[config.mk]
export PLATFORM = sky130hd
export DESIGN_NAME = mc_controller
export DESIGN_NICKNAME = d
export VERILOG_FILES = /design/src/rtl/mips_pkg.sv /design/src/rtl/mc_outdec.sv /design/src/rtl/mc_controller.sv
export SDC_FILE = /design/constraint.sdc
export NUM_CORES = 1
export LEC_CHECK = 0
export BUFFER_PORTS_ARGS = -buffer_cell sky130_fd_sc_hd__buf_2
export CAP_MARGIN = 10
export CORE_MARGIN = 8
export CORE_UTILIZATION = 48
export DETAILED_ROUTE_END_ITERATION = 12
export GPL_TIMING_DRIVEN = 0
export PLACE_DENSITY = 0.78
export SLEW_MARGIN = 20
export SYNTH_ARGS = -nofsm -noshare
export SYNTH_HDL_FRONTEND = slang
export SYNTH_HIERARCHICAL = 1
export SYNTH_SLANG_ARGS = --single-unit
[constraint.sdc]
create_clock -name clk -period 1.6 [get_ports clk]
set_input_delay 0.08 -clock clk [delete_from_list [all_inputs] [get_ports clk]]
set_output_delay 0.08 -clock clk [all_outputs]
set_load 0.005 [all_outputs]
[src/rtl/mips_pkg.sv]
// Shared definitions for the multicycle MIPS controller.
// Contents: opcode constants, aluop codes, the FSM state enum, the
// per-state control word and a helper that says whether an opcode is
// one this controller knows how to sequence.
package mips_pkg;

  localparam logic [5:0] OP_R    = 6'b000000;
  localparam logic [5:0] OP_LW   = 6'b100011;
  localparam logic [5:0] OP_SW   = 6'b101011;
  localparam logic [5:0] OP_BEQ  = 6'b000100;
  localparam logic [5:0] OP_ADDI = 6'b001000;
  localparam logic [5:0] OP_ORI  = 6'b001101;
  localparam logic [5:0] OP_J    = 6'b000010;

  localparam logic [1:0] ALU_ADD   = 2'b00;
  localparam logic [1:0] ALU_SUB   = 2'b01;
  localparam logic [1:0] ALU_FUNCT = 2'b10;
  localparam logic [1:0] ALU_OR    = 2'b11;

  typedef enum logic [3:0] {
    FETCH, DECODE, MEMADR, MEMRD, MEMWB, MEMWR, EXECUTE,
    ALUWB, BRANCH, ADDIEX, ORIEX, IMMWB, JUMP
  } statetype;

  // Moore outputs of one state. pcwrite/branch are internal and are
  // folded into pcen by the top level.
  typedef struct packed {
    logic       mem_req;
    logic       memwrite;
    logic       iord;
    logic       irwrite;
    logic       pcwrite;
    logic       branch;
    logic       regwrite;
    logic       regdst;
    logic       memtoreg;
    logic       alusrca;
    logic [1:0] alusrcb;
    logic [1:0] pcsrc;
    logic [1:0] aluop;
  } ctrl_word_t;

  function automatic logic op_legal(input logic [5:0] op);
    return (op == OP_R)   || (op == OP_LW)   || (op == OP_SW) ||
           (op == OP_BEQ) || (op == OP_ADDI) || (op == OP_ORI) ||
           (op == OP_J);
  endfunction

endpackage

[src/rtl/mc_outdec.sv]
// Combinational state -> control word decoder.
// Ports:
//   state : current FSM state
//   cw    : Moore control word for that state (ungated; the top level
//           applies mem_ready and reset qualification)
module mc_outdec
  import mips_pkg::*;
(
  input  statetype   state,
  output ctrl_word_t cw
);

  always_comb begin
    cw = '0;
    case (state)
      FETCH: begin
        // irwrite/pcwrite are qualified by mem_ready in the top level
        cw.mem_req = 1'b1;
        cw.irwrite = 1'b1;
        cw.pcwrite = 1'b1;
        cw.alusrcb = 2'b01;
        cw.aluop   = ALU_ADD;
        cw.pcsrc   = 2'b00;
      end
      DECODE: begin
        // branch target PC+4+(imm<<2) lands in ALUOut for BRANCH
        cw.alusrcb = 2'b11;
        cw.aluop   = ALU_ADD;
      end
      MEMADR, ADDIEX: begin
        cw.alusrca = 1'b1;
        cw.alusrcb = 2'b10;
        cw.aluop   = ALU_ADD;
      end
      MEMRD: begin
        cw.mem_req = 1'b1;
        cw.iord    = 1'b1;
      end
      MEMWB: begin
        cw.regwrite = 1'b1;
        cw.memtoreg = 1'b1;
      end
      MEMWR: begin
        cw.mem_req  = 1'b1;
        cw.iord     = 1'b1;
        cw.memwrite = 1'b1;
      end
      EXECUTE: begin
        cw.alusrca = 1'b1;
        cw.alusrcb = 2'b00;
        cw.aluop   = ALU_FUNCT;
      end
      ALUWB: begin
        cw.regwrite = 1'b1;
        cw.regdst   = 1'b1;
      end
      BRANCH: begin
        cw.alusrca = 1'b1;
        cw.alusrcb = 2'b00;
        cw.aluop   = ALU_SUB;
        cw.pcsrc   = 2'b01;
        cw.branch  = 1'b1;
      end
      ORIEX: begin
        cw.alusrca = 1'b1;
        cw.alusrcb = 2'b10;
        cw.aluop   = ALU_OR;
      end
      IMMWB: begin
        cw.regwrite = 1'b1;
      end
      JUMP: begin
        cw.pcsrc   = 2'b10;
        cw.pcwrite = 1'b1;
      end
      default: cw = '0;
    endcase
  end

endmodule

[src/rtl/mc_controller.sv]
// Multicycle MIPS main controller: sequences the shared datapath through
// fetch/decode/execute/writeback, stalling on memory via mem_ready.
// Ports:
//   clk, reset          : clock, synchronous active-high reset
//   op, zero, mem_ready : IR opcode, ALU zero flag, memory completion
//   mem_req, memwrite, iord, irwrite, pcen, regwrite : strobes/selects
//   regdst, memtoreg, alusrca, alusrcb, pcsrc, aluop : datapath selects
//   illegal_op          : one-cycle flag on an unsupported opcode
module mc_controller
  import mips_pkg::*;
(
  input  logic       clk,
  input  logic       reset,
  input  logic [5:0] op,
  input  logic       zero,
  input  logic       mem_ready,
  output logic       mem_req,
  output logic       memwrite,
  output logic       iord,
  output logic       irwrite,
  output logic       pcen,
  output logic       regwrite,
  output logic       regdst,
  output logic       memtoreg,
  output logic       alusrca,
  output logic [1:0] alusrcb,
  output logic [1:0] pcsrc,
  output logic [1:0] aluop,
  output logic       illegal_op
);

  statetype   state, next_state;
  ctrl_word_t cw;
  logic       rdy_ok;

  mc_outdec u_outdec (
    .state (state),
    .cw    (cw)
  );

  always_ff @(posedge clk) begin
    if (reset) state <= FETCH;
    else       state <= next_state;
  end

  always_comb begin
    next_state = state;
    case (state)
      FETCH:   if (mem_ready) next_state = DECODE;
      DECODE: begin
        case (op)
          OP_LW, OP_SW: next_state = MEMADR;
          OP_R:         next_state = EXECUTE;
          OP_BEQ:       next_state = BRANCH;
          OP_ADDI:      next_state = ADDIEX;
          OP_ORI:       next_state = ORIEX;
          OP_J:         next_state = JUMP;
          default:      next_state = FETCH;
        endcase
      end
      MEMADR:  next_state = (op == OP_SW) ? MEMWR : MEMRD;
      MEMRD:   if (mem_ready) next_state = MEMWB;
      MEMWR:   if (mem_ready) next_state = FETCH;
      EXECUTE: next_state = ALUWB;
      ADDIEX:  next_state = IMMWB;
      ORIEX:   next_state = IMMWB;
      default: next_state = FETCH;
    endcase
  end

  // Write strobes that complete a memory access only fire once memory
  // accepts it; outside memory states they are unconditional (JUMP).
  assign rdy_ok = ~cw.mem_req | mem_ready;

  assign mem_req    = cw.mem_req  & ~reset;
  assign memwrite   = cw.memwrite & ~reset;
  assign irwrite    = cw.irwrite  & rdy_ok & ~reset;
  assign regwrite   = cw.regwrite & ~reset;
  assign pcen       = ((cw.pcwrite & rdy_ok) | (cw.branch & zero)) & ~reset;
  assign illegal_op = (state == DECODE) & ~op_legal(op) & ~reset;

  assign iord     = cw.iord;
  assign regdst   = cw.regdst;
  assign memtoreg = cw.memtoreg;
  assign alusrca  = cw.alusrca;
  assign alusrcb  = cw.alusrcb;
  assign pcsrc    = cw.pcsrc;
  assign aluop    = cw.aluop;

endmodule

==> results of run 1 <==
==> layout make-up <==
type / instances / share of cell area (%)
multi-input combinational: 79 / 60.0
inverter: 3 / 1.12
timing repair buffer: 31 / 18.7
sequential: 4 / 9.20
buffer: 8 / 6.97
clock buffer: 3 / 2.24
tap: 15 / 1.87
==> per-layer routing <==
layer	wire length, um	GRT usage [%]	part of all wire, %
met1	828	17.5	38
met4	0	2.10	0
met2	1160	24.1	53
met5	0	0	0
met3	185	3.58	8.5
==> cell families after synthesis <==
family	after synthesis	synth area share (%)
AND/OR/NAND/NOR	46	42.1
AO/OA/AOI/OAI	28	29.0
buffers and inverters	11	10.7
XOR/XNOR	4	5.10
flip-flops	4	11.7
multiplexers	1	1.46
==> timing repair <==
action,4_1_cts,5_1_grt
hold buffers,0,0
pin swaps,4,3
endpoints found under the hold margin,0,0
cloned,0,0
gates resized for setup,13,8
setup endpoints to repair,3,4
buffers inserted,5,3
==> power groups by stage <==
stage / Sequential, mW / Combinational, mW / Clock [mW]
2_1_floorplan: 0.107 / 0.0865 / 0
3_3_place_gp: 0.107 / 0.125 / 0
3_5_place_dp: 0.107 / 0.129 / 0
4_1_cts: 0.103 / 0.147 / 0.130
5_1_grt: 0.102 / 0.180 / 0.140
6_report: 0.102 / 0.166 / 0.128
==> worst max-delay path, delay by kind of cell, from the launching register on <==
kind / cells / cell delay (ns)
and+or+nand+nor: 2 / 0.37
AOI/OAI and AO/OA: 1 / 0.05
DFF: 1 / 0.36
buffers and inverters: 4 / 0.57
==> how the worst min path moves through the flow <==
stage	from	end	slack (ns)	cells past startpoint
floorplan	mem_ready	state[2]$_SDFFE_PP0P_	0.26	2
global placement	reset	state[0]$_SDFFE_PP0P_	0.34	2
detailed placement	reset	state[0]$_SDFFE_PP0P_	0.34	2
CTS	reset	state[0]$_SDFFE_PP0P_	0.09	2
global route	reset	state[0]$_SDFFE_PP0P_	0.09	2
finish	reset	state[1]$_SDFFE_PP0P_	0.09	2
==> metrics by stage <==
step	cell area [um^2]	util (%)	cells
2_1_floorplan	687	-	94
3_3_place_gp	821	62.3	132
3_5_place_dp	821	62.3	132
4_1_cts	925	70.2	140
5_1_grt	1010	76.4	143
6_report	1010	76.4	143
==> synth_stat cells (2+ instances only) <==
cell / instances
and3_1: 2
a21oi_1: 9
nand4b_1: 2
xnor2_1: 2
xor2_1: 2
nor2_1: 8
dfxtp_1: 4
inv_1: 3
nor2b_1: 4
and2b_2: 3
nand2_1: 4
buf_4: 4
o32ai_1: 2
a31oi_1: 2
nor3_1: 5
o21ai_0: 3
buf_6: 2
nand2b_1: 5
buf_2: 2
==> impl_metrics.tcl, run 1 <==
set metrics [dict create \
    start_util_pct 52.1 \
    period_share_pct 104 \
    required_ns 1.52 \
    gr-total-overflow 0 \
    pin_count 26 \
    cp-start-kind "register" \
    syn_area_um2 687 \
    rr_worst_depth 4 \
    max_stage_delay_ns 0.36 \
    ys_seq_elements 4 \
    maxSlewHeadroom_pct 81.0 \
    drtPass1Iterations 4 \
    r2r_start "state[2]$_SDFFE_PP0P_" \
    place.gp.congestion 0.818 \
    yosys.cell_types.count 45 \
    hpwlAfterDp_um 1440 \
    ctsHtreeMaxLevel 1 \
    portBuffers 23 \
    top_regs "state (4)" \
    grt_pass1_vias 744 \
    power.total_mw 0.395 \
    cts_buffers 3 \
    status "complete, but fails checks" \
    reg2reg_to "state[2]$_SDFFE_PP0P_" \
    endpoint "pcen" \
    ff_latch_area_um2 92.6 \
    worstPathMaxFanout 9 \
    insertedDiodeCount 0 \
    p_int_mw 0.268 \
    finalHoldViolations 0 \
    drt-wirelength-per-cell_um 15.2 \
    timing.final.crit_period_ns 1.67 \
    power_frac_clock_pct 32.3 \
    clock_latency_ns 0.24 \
    p_leak_nw 0.455 \
    power_switching_mw 0.127 \
    nNetsFinal 140 \
    slowest_stage "dfxtp_4" \
    post-place-ws_ns 0.00707 \
    violations "setup timing" \
    die_w_um 53.8 \
    synth_top_area_share_pct 11.7 \
    tns_ns -0.121 \
    top_register "state" \
    yosysWarnings 6 \
    combPwrFrac_pct 41.9 \
    ys_seq_area_share_pct 11.7 \
    hold_class "primary input to register" \
    powerDensity_nw_per_um2 393 \
    drive_gt1_share_pct 49.2 \
    drt-initial-drc-count 20 \
    die_h_um 53.8 \
    worst_slew_pin_slew_ns 0.283 \
    drc 0 \
    critPathLaunch "state[1]$_SDFFE_PP0P_" \
    synth.top_cells.by_area "dfxtp_1 12%, a21oi_1 6.6%, nand2b_1 4.6%, buf_4 4.4%, nor2_1 4.4%" \
    whs_ns 0.0879 \
    rows 13 \
    cap_violations 0 \
    layout_commonest_cell "buf_2" \
    grt_pass1_wl_um 3300 \
    crit_arrival_ns 1.59 \
    ys_async_sr_fraction_pct 0 \
    fillers 97 \
    worst_slack_ns -0.0704 \
    syn-num-nets 104 \
    cp-end-kind "primary output" \
    synth_flop_cell "dfxtp_1" \
    vias 864 \
    cts.sinks 4 \
    drtAntennaViolNets 0 \
    crit_chain "buf_8 -> buf_4 -> nor3_1 -> buf_4 -> a21oi_1 -> nor2_1 -> buf_2" \
    layout_common_cells "25 x buf_2, 10 x buf_4, 9 x a21oi_1" \
    synthCells 94 \
    die_area_um2 2900 \
    largest_reg_flops 4 \
    grt_util_all_layers_pct 14.1 \
    antenna_found_initial 0 \
    finalClockSkew_ns 0.00239 \
    synth_area_leader_cell "dfxtp_1" \
    sw_frac_of_total_pct 32.1 \
    crit_top_cell "buf_4" \
    slew_violations 0 \
    syn_area_per_cell_um2 7.31 \
    regToRegSetupSlack_ns 0.13 \
    fmaxAchievable_ghz 0.599 \
    viasPerCell 6.04 \
    synth_edf_count 0 \
    clk_path_buf_depth 2 \
    peakVddDrop_mv 0.348 \
    syn_to_final_growth_pct 46.4 \
    worst-setup-path-type "register to primary output" \
    clk_pin_slew_ns 0.04 \
    setup_viol 2 \
    cts_tree "yes" \
    multi_input_area_um2 603 \
    cts_root_buffer "clkbuf_4" \
    wirelength_um 2180 \
    rsz0062_at_grt "true" \
    seqPwrFrac_pct 25.8 \
    grt_max_degree 16 \
    core_area_um2 1320 \
]
Note: power is estimated with default switching activity, not from simulation.
==> inputs of run 2 (changes only) <==
==> constraint.sdc (replaced) <==
create_clock -name clk -period 1.6 [get_ports clk]
set_input_delay 0.24 -clock clk [delete_from_list [all_inputs] [get_ports clk]]
set_output_delay 0.24 -clock clk [all_outputs]
set_load 0.005 [all_outputs]
==> run 2 against run 1 <==
Effect of this change: the flow still finishes with violations (setup timing); flip-flop and latch count unchanged; count of clock-buffer cells in the layout unchanged; wire length increased by 9.2%; highest routed layer is now met4; critical path depth did not move; via count up 5.3%; global-route usage up 0.44 points; largest cell class unchanged; critical endpoint unchanged; setup slack worse by 0.14 ns.
==> impl_metrics.tcl, run 2 (same netlist as run 1, synthesis figures left out) <==
set metrics [dict create \
    insertedDiodeCount 0 \
    post-place-ws_ns -0.153 \
    met2_usage_pct 25.5 \
    p_leak_nw 0.484 \
    clk_path_buf_depth 2 \
    peakVddDrop_mv 0.362 \
    status "complete, but fails checks" \
    finalClockSkew_ns 0.00697 \
    vias 910 \
    viasPerCell 6.19 \
    nNetsFinal 144 \
    cts.sinks 4 \
    top_register "state" \
    portBuffers 23 \
    hpwlAfterDp_um 1440 \
    grt_util_all_layers_pct 14.5 \
    drt-initial-drc-count 18 \
    die_area_um2 2900 \
    drive_gt1_share_pct 53.0 \
    postLayoutCoreUtil_pct 81.8 \
    tns_ns -0.512 \
    powerDensity_nw_per_um2 386 \
    r2r_start "state[3]$_SDFFE_PP0P_" \
    layout_commonest_cell "buf_2" \
    syn_to_final_growth_pct 56.8 \
    final_area_um2 1080 \
    ff_latch_area_um2 92.6 \
    regToRegSetupSlack_ns 0.08 \
    setup_viol 4 \
    reg2reg_to "state[2]$_SDFFE_PP0P_" \
    cts_root_buffer "clkbuf_4" \
    critPathLaunch "state[2]$_SDFFE_PP0P_" \
    maxSlewHeadroom_pct 83.1 \
    worstPathMaxFanout 7 \
    rows 13 \
    top_usage_layer "met2" \
    cp-end-kind "primary output" \
    clk_pin_slew_ns 0.04 \
    hold_path.startpoint "reset" \
    postPlaceCellArea_um2 821 \
    top_regs "state (4)" \
    crit_chain "buf_12 -> nand2b_1 -> nor3_1 -> buf_4 -> a21oi_1 -> nor2_1 -> buf_2" \
    finalHoldViolations 0 \
    drt-wirelength-per-cell_um 16.2 \
    dpl.cell_count 132 \
    place.gp.congestion 0.818 \
    worst_slew_pin_slew_ns 0.253 \
    cts_tree "yes" \
    crit_arrival_ns 1.57 \
    worst_slack_ns -0.210 \
    clock_latency_ns 0.25 \
    core_area_um2 1320 \
    hold_path_depth 2 \
    timing.final.crit_period_ns 1.81 \
    wirelength_um 2380 \
    multi_input_area_um2 618 \
    grt.met1_usage_pct 17.3 \
    antenna_found_initial 0 \
    rsz0062_at_grt "true" \
    rr_worst_depth 5 \
    min_to "state[0]$_SDFFE_PP0P_" \
    period_share_pct 113 \
    required_ns 1.36 \
    grt_pass1_wl_um 3380 \
    die_w_um 53.8 \
    drtPass1Iterations 4 \
    largest_reg_flops 4 \
    violations "setup timing" \
    hold_class "primary input to register" \
    pin_count 26 \
    grt_util_met3_pct 3.86 \
    cap_violations 0 \
    layout_common_cells "24 x buf_2, 12 x buf_4, 9 x a21oi_1" \
    max_stage_delay_ns 0.35 \
    timing.critical_path.buf_inv 3 \
    critical-path-top-delay-family "simple AND/OR/NAND/NOR gates" \
    slowest_stage "dfxtp_4" \
    grt_max_degree 16 \
    whs_ns 0.241 \
    fmaxAchievable_ghz 0.553 \
    drtAntennaViolNets 0 \
    power.total_mw 0.415 \
    stdcell_count 147 \
    gr-total-overflow 0 \
    cp-start-kind "register" \
    start_util_pct 52.1 \
    cts_buffers 3 \
    slew_violations 0 \
    grt_pass1_vias 759 \
    drc 0 \
    worst-setup-path-type "register to primary output" \
    fillers 86 \
    ctsHtreeMaxLevel 1 \
    die_h_um 53.8 \
]
run 2: cell count changes in the layout (fill, tap and decap cells not counted), sizes merged:
cell / previous run / this run
buf: 39 / 43
run 2: power by group:
| part | leakage (nW) | switching, mW | internal, mW |
|---|---|---|---|
| clock network | 0.0138 | 0.0484 | 0.0844 |
| registers | 0.0352 | 0.00265 | 0.0986 |
| logic | 0.435 | 0.0859 | 0.0954 |
| total | 0.484 | 0.137 | 0.278 |
run 2: final cells by class:
type	instances	area share [%]
multi-input combinational	79	57.4
timing repair buffer	35	22.6
clock buffer	3	2.09
sequential	4	8.59
inverter	3	1.05
tap	15	1.74
buffer	8	6.50
run 2: worst max path at each step:
stage,end,slack [ns],depth (start not counted)
floorplan,pcen,0.13,5
global placement,pcen,-0.13,7
detailed placement,pcen,-0.15,7
CTS,pcen,-0.26,8
global route,pcen,-0.31,7
finish,pcen,-0.21,7
run 2: routing by layer:
| metal | up-vias | wire length [um] |
|---|---|---|
| met5 | - | 0 |
| met4 | 0 | 45 |
| met3 | 6 | 195 |
| met2 | 59 | 1260 |
| met1 | 416 | 874 |
| li1 | 429 | - |
run 2: worst register-to-register path, stage by stage, from the launching register on:
cell and delay, ns:
dfxtp_4 0.36, buf_12 0.13, or2_4 0.23, buf_4 0.14, or4_1 0.41, a21oi_1 0.17
run 2: repair_timing:
action,4_1_cts,5_1_grt
gates resized for setup,15,13
pin swaps,4,5
setup endpoints to repair,8,7
buffers inserted,6,6
hold buffers,0,0
==> inputs of run 3 (changes only) <==
--- a/config.mk
+++ b/config.mk
@@ -5,7 +5,8 @@
 export SDC_FILE = /design/constraint.sdc
 export NUM_CORES = 1
 export LEC_CHECK = 0
-export BUFFER_PORTS_ARGS = -buffer_cell sky130_fd_sc_hd__buf_2
+export ABC_CLOCK_PERIOD_IN_PS = 1600
+export BUFFER_PORTS_ARGS = -buffer_cell sky130_fd_sc_hd__buf_4
 export CAP_MARGIN = 10
 export CORE_MARGIN = 8
 export CORE_UTILIZATION = 48
==> run 3 against run 2 <==
Effect of this change: the run still ends with setup timing left; critical path depth is the same; hold slack gained 0.0052 ns; cell count grew 5.4%; global-route usage grew 1.0 points; sequential power is essentially flat; first-iteration DRC count grew to 3.7 times the previous value; critical endpoint unchanged; clock skew grew 0.0079 ns; count of clock-buffer cells in the layout is the same; die area is the same; sequential share of layout area shrank 1.1 points; largest power group unchanged; register-to-register slack lost 0.02 ns.
==> impl_metrics.tcl, run 3 (same netlist as run 1, synthesis figures left out) <==
set metrics [dict create \
    die_w_um 53.8 \
    finalClockSkew_ns 0.0148 \
    maxSlewHeadroom_pct 71.1 \
    layout_common_cells "33 x buf_4, 13 x buf_6, 9 x a21oi_1" \
    cts_buffers 3 \
    required_ns 1.36 \
    timing.final.crit_period_ns 1.89 \
    die_h_um 53.8 \
    postCtsHoldBufs 0 \
    core_area_um2 1320 \
    post-place-ws_ns -0.150 \
    cp-end-kind "primary output" \
    slew_violations 0 \
    drt-wirelength-per-cell_um 22.4 \
    stdcell_count 155 \
    largest_reg_flops 4 \
    vias 1037 \
    p_leak_nw 0.559 \
    wirelength_um 3480 \
    place.gp.congestion 0.796 \
    worst_slew_pin_slew_ns 0.428 \
    worst-setup-path-type "register to primary output" \
    grt_util_all_layers_pct 15.5 \
    cap_violations 0 \
    insertedDiodeCount 0 \
    ff_latch_area_um2 92.6 \
    nNetsFinal 152 \
    antenna_found_initial 0 \
    cp-start-kind "register" \
    violations "setup timing" \
    fillers 42 \
    status "complete, but fails checks" \
    multi_input_area_um2 631 \
    powerDensity_nw_per_um2 365 \
    rows 13 \
    rsz0062_at_grt "true" \
    hold_path_depth 2 \
    finalHoldViolations 0 \
    reg2reg_to "state[2]$_SDFFE_PP0P_" \
    crit_arrival_ns 1.65 \
    cts_tree "yes" \
    grt_pass1_vias 825 \
    pin_count 26 \
    clk_pin_slew_ns 0.05 \
    period_share_pct 118 \
    regToRegSetupSlack_ns 0.06 \
    hold_class "primary input to register" \
    syn_to_final_growth_pct 79.8 \
    r2r_start "state[1]$_SDFFE_PP0P_" \
    fmaxAchievable_ghz 0.529 \
    drtAntennaViolNets 0 \
    setup_viol 10 \
    die_area_um2 2900 \
    dpl.cell_count 132 \
    hpwlAfterDp_um 1470 \
    drt-initial-drc-count 66 \
    grt_max_degree 11 \
    clk_path_buf_depth 2 \
    gr-total-overflow 0 \
    top_register "state" \
    cts_root_buffer "clkbuf_4" \
    clock_latency_ns 0.25 \
    tns_ns -1.49 \
    top_regs "state (4)" \
    viasPerCell 6.69 \
    portBuffers 23 \
    drtPass1Iterations 4 \
    power.total_mw 0.450 \
    worst_slack_ns -0.292 \
    whs_ns 0.246 \
    drc 0 \
    drive_gt1_share_pct 56.4 \
    peakVddDrop_mv 0.449 \
    layout_commonest_cell "buf_4" \
    rr_worst_depth 5 \
    min_to "state[0]$_SDFFE_PP0P_" \
    worstPathMaxFanout 7 \
    cts.sinks 4 \
    start_util_pct 52.1 \
    ctsHtreeMaxLevel 1 \
    hold_path.startpoint "reset" \
    grt_pass1_wl_um 3580 \
]
[run 3: cell types whose count changed in the layout (fill, tap and decap cells not counted), moves of 2 or more]
cell    delta
buf_6     +10
buf_4     +21
nor3_2     +2
buf_2     -22
nor3_1     -2
[run 3: timing repair]
action,CTS,global route
pin swaps,3,4
setup endpoints to repair,8,12
buffers inserted,8,12
resized for setup,18,20
[run 3: cell type report]
type / count / area share (%)
Multi-Input combinational cell: 79 / 51.1
Timing Repair Buffer: 43 / 31.8
Sequential cell: 4 / 7.50
Buffer: 8 / 5.37
Clock buffer: 3 / 1.82
Tap cell: 15 / 1.52
Inverter: 3 / 0.912
[run 3: how the worst max path moves through the flow]
stage                     startpoint   end  slack (ns)  cells past startpoint
4_1_cts        state[2]$_SDFFE_PP0P_  pcen       -0.18                      7
2_1_floorplan  state[3]$_SDFFE_PP0P_  pcen        0.13                      5
5_1_grt        state[3]$_SDFFE_PP0P_  pcen       -0.35                      7
3_3_place_gp   state[3]$_SDFFE_PP0P_  pcen       -0.15                      7
3_5_place_dp   state[3]$_SDFFE_PP0P_  pcen       -0.15                      7
6_report       state[3]$_SDFFE_PP0P_  pcen       -0.29                      7
[run 3: power by group]
| part | switching (mW) | total [mW] | internal [mW] |
|---|---|---|---|
| Sequential | 0.00370 | 0.102 | 0.0986 |
| Combinational | 0.102 | 0.210 | 0.108 |
| Clock | 0.0530 | 0.138 | 0.0847 |
| Total | 0.159 | 0.450 | 0.291 |
[run 3: critical path: stages (launching register included)]
cell and delay (ns):
dfxtp_4 0.36, nor4_4 0.31, o21bai_4 0.18, nor2b_4 0.16
nor2b_1 0.05, a21oi_1 0.13, nor2_1 0.07, buf_4 0.13
[run 3: metrics by stage]
stage	util (%)	area [um^2]
after global routing	93.7	1230
after CTS	79.3	1040
after global placement	66.7	878
final	93.7	1230
after floorplan	-	687
after detailed placement	66.7	878
[run 3: layer usage]
layer / share of wire, % / track usage [%]
met1: 33 / 18.3
met2: 48 / 26.8
met3: 13 / 3.03
met4: 5.3 / 5.88
met5: 0 / 0
